## config.mk

```make
export PLATFORM = sky130hd
export DESIGN_NAME = ks_round_sched
export DESIGN_NICKNAME = d
export VERILOG_FILES = /design/src/rtl/ks_round_sched.sv
export SDC_FILE = /design/constraint.sdc
export NUM_CORES = 1
export LEC_CHECK = 0
export ABC_AREA = 1
export CORE_UTILIZATION = 55
export DETAILED_ROUTE_END_ITERATION = 6
export HOLD_SLACK_MARGIN = 0.1
export PLACE_DENSITY = 0.88
export SLEW_MARGIN = 20
export SYNTH_ARGS = -nofsm -noshare
export SYNTH_HDL_FRONTEND = slang
export SYNTH_SLANG_ARGS = --single-unit
```

## constraint.sdc

```tcl
create_clock -name clk -period 4.4 [get_ports clk]
set_input_delay 0.66 -clock clk [delete_from_list [all_inputs] [get_ports clk]]
set_output_delay 0.66 -clock clk [all_outputs]
set_load 0.005 [all_outputs]
```

## src/rtl/ks_round_sched.sv

```systemverilog
//==============================================================================
// Module  : ks_round_sched
// Brief   : Round sequencer for the N-channel time-interleaved AES key schedule.
//           Define KS_SCHED_STATS_EN to add the sched_cnt completion counter.
// Revision: 1.0
//==============================================================================
`default_nettype none

module ks_round_sched #(
    parameter int N  = 4,
    parameter int CW = (N > 1) ? $clog2(N) : 1
) (
    input  logic          clk,
    input  logic          rstn,
    input  logic [N-1:0]  start,
    input  logic [N-1:0]  abort,
    output logic [N-1:0]  start_ack,
    output logic [3:0]    rnd_no,
    output logic          ena_ks,
    output logic [CW-1:0] key_sel,
    output logic [CW-1:0] slot_id,
    output logic          rk_valid,
    output logic          rk_last,
    output logic [N-1:0]  ch_busy,
    output logic [N-1:0]  ch_done
`ifdef KS_SCHED_STATS_EN
    ,
    output logic [15:0]   sched_cnt
`endif
);

    typedef enum logic [0:0] {
        ST_IDLE = 1'b0,
        ST_RUN  = 1'b1
    } ch_state_e;

    localparam logic [3:0]    c_LAST_RND = 4'd10;
    localparam logic [CW-1:0] c_SLOT_MAX = CW'(N - 1);

    logic [CW-1:0] slot_q;
    logic [CW-1:0] slot_d;
    ch_state_e     st_q  [N];
    ch_state_e     st_d  [N];
    logic [3:0]    rnd_q [N];
    logic [3:0]    rnd_d [N];
    logic [N-1:0]  done_q;
    logic [N-1:0]  done_d;

    ch_state_e     w_own_st;
    logic [3:0]    w_own_rnd;
    logic          w_own_abort;
    logic          w_own_start;

    // The slot walks the channels in lock-step with the key pipeline and never stalls.
    assign slot_d      = (slot_q == c_SLOT_MAX) ? '0 : slot_q + CW'(1);
    assign w_own_st    = st_q[slot_q];
    assign w_own_rnd   = rnd_q[slot_q];
    assign w_own_abort = abort[slot_q];
    assign w_own_start = start[slot_q] & rstn;

    assign slot_id = slot_q;
    assign key_sel = slot_q;
    assign ch_done = done_q;

    for (genvar c = 0; c < N; c++) begin : g_busy
        assign ch_busy[c] = (st_q[c] == ST_RUN);
    end

    always_comb begin
        for (int c = 0; c < N; c++) begin
            st_d[c]  = st_q[c];
            rnd_d[c] = rnd_q[c];
        end
        done_d    = '0;
        start_ack = '0;
        rnd_no    = 4'd0;
        ena_ks    = 1'b0;
        rk_valid  = 1'b0;
        rk_last   = 1'b0;

        for (int c = 0; c < N; c++) begin
            if (abort[c]) begin
                st_d[c]  = ST_IDLE;
                rnd_d[c] = 4'd0;
            end
        end

        if (!w_own_abort) begin
            if (w_own_st == ST_IDLE) begin
                if (w_own_start) begin
                    // Round 0 key is the cipher key itself, emitted on acceptance.
                    start_ack[slot_q] = 1'b1;
                    ena_ks            = 1'b1;
                    rk_valid          = 1'b1;
                    st_d[slot_q]      = ST_RUN;
                    rnd_d[slot_q]     = 4'd1;
                end
            end else if (w_own_rnd <= c_LAST_RND) begin
                rnd_no   = w_own_rnd;
                ena_ks   = 1'b1;
                rk_valid = 1'b1;
                if (w_own_rnd == c_LAST_RND) begin
                    rk_last        = 1'b1;
                    st_d[slot_q]   = ST_IDLE;
                    rnd_d[slot_q]  = 4'd0;
                    done_d[slot_q] = 1'b1;
                end else begin
                    rnd_d[slot_q] = w_own_rnd + 4'd1;
                end
            end else begin
                // A corrupted round count is recovered exactly like an abort.
                st_d[slot_q]  = ST_IDLE;
                rnd_d[slot_q] = 4'd0;
            end
        end
    end

    always_ff @(posedge clk or negedge rstn) begin
        if (!rstn) begin
            slot_q <= '0;
            done_q <= '0;
            for (int c = 0; c < N; c++) begin
                st_q[c]  <= ST_IDLE;
                rnd_q[c] <= 4'd0;
            end
        end else begin
            slot_q <= slot_d;
            done_q <= done_d;
            for (int c = 0; c < N; c++) begin
                st_q[c]  <= st_d[c];
                rnd_q[c] <= rnd_d[c];
            end
        end
    end

`ifdef KS_SCHED_STATS_EN
    logic [15:0] cnt_q;

    always_ff @(posedge clk or negedge rstn) begin
        if (!rstn) begin
            cnt_q <= 16'd0;
        end else if (rk_last) begin
            cnt_q <= cnt_q + 16'd1;
        end
    end

    assign sched_cnt = cnt_q;
`endif

endmodule

`default_nettype wire

```

==> key figures <==
Run status
  • Run status: complete, no violations

Placement
  • GPL Wtd Cong: between 0.9 and 1
  • DP Area: approximately 2400 µm²
  • Port bufs: 32
  • Hpwl dp: approximately 3800 µm
  • DP Cell Count: 378

Timing
  • Slew headroom: between 40 and 50%
  • Period utilization: 86.0%
  • Slew Viols, Final: 0
  • Final Hold Viols: 0
  • Fmax: 264 MHz
  • # setup viols final: 0
  • Slew @ Worst Pin: 0.789 ns
  • RSZ-0062 raised after global routing: false
  • Hold_ws: 0.604 ns
  • Post-layout minimum cycle time: 3.78 ns
  • Setup TNS: 0 ns
  • Setup Skew: roughly 0.0025 ns

Clock tree
  • CTS Root Cell: clkbuf_8
  • Worst-Skew Late Latency: approximately 0.27 ns
  • Num CTS Buffers: 3
  • Clock-pin transition on the worst setup and hold timing paths: around 0.090 ns
  • CTS tree: done
  • Post-CTS sizing: 0
  • H-tree levels: 1
  • Setup bufs post-CTS: 0
  • Clock Sinks: 26
  • Clock tree buffer depth: 2
  • Hold Buf Count CTS: 0

Routing
  • WL per Instance: 13.4 µm
  • Pre-antenna DRT Iters: 5
  • DRC: 0
  • Vias per cell: 5.34
  • DR vias: 2039
  • Routed Antenna Nets: 0
  • Post-Route WL: a little over 5000 µm
  • DRT iter0 DRCs: around 140

Critical path
  • Crit path launch type: flop
  • Buf/Inv on CP: 2
  • Required time of the critical path: 3.74 ns
  • CP Cell Sequence: inv_6 > nand2_1 > nand3_1 > nand2_2 > ha_1 > nand3_4 > nand2_1 > nand2_1 > o21ai_0 > clkdlybuf4s50_1
  • CP max-delay cell: dfrtp_1
  • Setup Crit Path Kind: reg -> out
  • CP peak stage delay: 0.86 ns
  • Crit path max-delay family: simple AND/OR/NAND/NOR gates
  • Worst EP arrival: 3.12 ns
  • Worst Path Max Fanout: 23
  • CP most frequent cell: nand2_1
  • Critical Path End Type: output port

Global routing
  • Antenna violations before repair: 0
  • Met2 Use GR: 43.6%
  • M1 GR Usage: a little under two fifths
  • Vias in the first global route: 1888
  • Largest net degree at the start of global routing: 27
  • Gr usage total: 27.4%
  • Overflow after GRT: 0
  • GRT Max-Usage Layer: met2
  • M3 GR Usage: 3.44%
  • Global-route wire length before repair: 8630 µm

Floorplan
  • CORE AREA: 3660 µm²
  • Site row count: 22
  • Die Width: 63.6 µm
  • Chip height: 63.6 µm
  • Die Footprint: about 4000 µm²
  • Starting Density: 57.0%
  • Ports: 33

Finish
  • Final Net Count: 351
  • Antenna Cells: 0
  • Share of cells above drive strength 1: 10.2%
  • Layout Cells excl Fill: 382
  • Filler cells: 317
  • Fin area: about 2400 µm²
  • Area growth, synth to finish: 15.3%

Synth
  • Largest family of logic cells by synthesized area: simple AND/OR/NAND/NOR gates
  • Compound-gate portion of the synthesized area: 5.51%
  • Post-Synth Simple-Gate Area: around 47%
  • Synthesized area per cell: 6.71 µm²
  • Synthesized cell area: 2090 µm²
  • Syn_nets: approximately 330
  • Adder-cell area share of the yosys netlist: roughly 3.6%
  • Synth warnings: 0
  • XOR/XNOR share of the synthesized area: 0.419%
  • Register area share after synthesis: a little under a third
  • Post-synthesis mux area share: 0%
  • Mapped Cells: 311
  • Yosys reg bits: 26
  • Count of different cell masters after synthesis: 27
  • Synth top area cells: dfrtp_1, nand2_1, nor2_1
  • Top cell type by total area after synthesis: dfrtp_1
  • Top cell type's share of synthesized area: 31.2%

Power and ir drop
  • Clk pwr share: between 30% and 40%
  • PD cells: 181 nW/µm²
  • Net Switching: 0.0989 mW
  • Internal power: 0.337 mW
  • Register share of total power: 55.7%
  • Switching Fraction: 22.7%
  • Total power: 0.436 mW
  • Worst VDD drop: about 220 µV
  • Pleak: 1.24 nW
  • Combinational fraction of design power: 8.7%

Hold path
  • Hold crit path type: reg -> reg

Flow run
  • Max-cap violations: 0
state kept, by name (all words and copies together) (netlist names):
name,flops
ch_busy,4
ch_done,4
key_sel,2
rnd_q,16
Yosys cell counts:
master / instances
o21ai_1: 1
inv_6: 1
nand2_4: 5
buf_8: 1
nand3_4: 2
nand3_2: 1
o21ai_0: 9
nand4_1: 7
buf_6: 6
ha_1: 6
nand2_8: 1
a21oi_1: 13
nand2_2: 10
inv_1: 30
inv_4: 1
inv_2: 2
nor2_2: 3
nand3_1: 23
nand2_1: 109
nor2_8: 1
buf_4: 4
dfrtp_1: 26
nor3_1: 6
nor3_2: 2
nor2_1: 37
clkbuf_1: 3
xnor2_1: 1
placed cells by master, fill, tap and decap left out:
| cell | count |
|---|---|
| nand2_1 | 109 |
| nor2_1 | 37 |
| clkdlybuf4s50_1 | 32 |
| inv_1 | 30 |
| dfrtp_1 | 26 |
| nand3_1 | 23 |
| a21oi_1 | 13 |
| nand2_2 | 10 |
| o21ai_0 | 9 |
| nand4_1 | 7 |
| nor3_1 | 6 |
| ha_1 | 6 |
| nand2_4 | 5 |
| clkbuf_8 | 4 |
| nor2_2 | 3 |
| nand3_4 | 2 |
| inv_2 | 2 |
| nor3_2 | 2 |
| inv_6 | 1 |
| nand3_2 | 1 |
| nand2_8 | 1 |
| nor2_8 | 1 |
| o21ai_1 | 1 |
| inv_4 | 1 |
| xnor2_1 | 1 |
| buf_4 | 1 |
worst paths after layout:
check	startpoint	to	slack [ns]	cells past startpoint
hold / removal	rnd_q[10]	rnd_q[10]	0.60	2
min in group asynchronous	rstn	ch_done[1]	0.93	2
setup reg to reg	key_sel[1]	rnd_q[14]	1.86	9
setup / recovery	key_sel[0]	ena_ks	0.62	10
hold reg to reg	rnd_q[10]	rnd_q[10]	0.60	2
max in group asynchronous	rstn	rnd_q[7]	3.23	2
layer usage:
metal  up-vias  part of all wire [%]
li1       1012                     -
met1       924                    44
met2        87                    45
met3        16                   7.8
met4         0                   2.6
met5         -                     0
tightest hold or removal path, delay by kind of cell, from the launching register on:
kind,cells,cell delay [ns]
flops,1,0.40
compound gates,1,0.07
simple gates,1,0.09
kinds of logic (layout without fill, tap and decap cells):
group | Yosys count | count (layout)
xor+xnor | 1 | 1
compound gates | 23 | 23
simple gates | 207 | 207
buf+inv | 48 | 71
flops | 26 | 26
fa+ha+maj | 6 | 6
layout make-up:
class | count | area [µm²] | area share (%)
Clock buffer | 4 | 55.1 | 2.29
Tap cell | 48 | 60.1 | 2.49
Multi-Input combinational cell | 237 | 1180 | 49.0
Timing Repair Buffer | 33 | 328 | 13.6
Sequential cell | 26 | 651 | 27.0
Inverter | 34 | 135 | 5.61
power by group through the flow:
| stage | clock, mW | sequential, mW | combinational, mW |
|---|---|---|---|
| global route | 0.166 | 0.243 | 0.0419 |
| floorplan | 0 | 0.247 | 0.0146 |
| finish | 0.155 | 0.243 | 0.0377 |
| detailed placement | 0 | 0.247 | 0.0376 |
| global placement | 0 | 0.247 | 0.0370 |
| CTS | 0.158 | 0.243 | 0.0378 |
through the flow:
| step | util, % | worst slack (ns) |
|---|---|---|
| 5_1_grt | 65.8 | 0.362 |
| 6_report | 65.8 | 0.615 |
| 3_3_place_gp | 64.3 | 1.02 |
| 4_1_cts | 65.8 | 0.652 |
| 3_5_place_dp | 64.3 | 0.944 |
| 2_1_floorplan | - | 1.93 |
(Power assumes the default switching activity.)
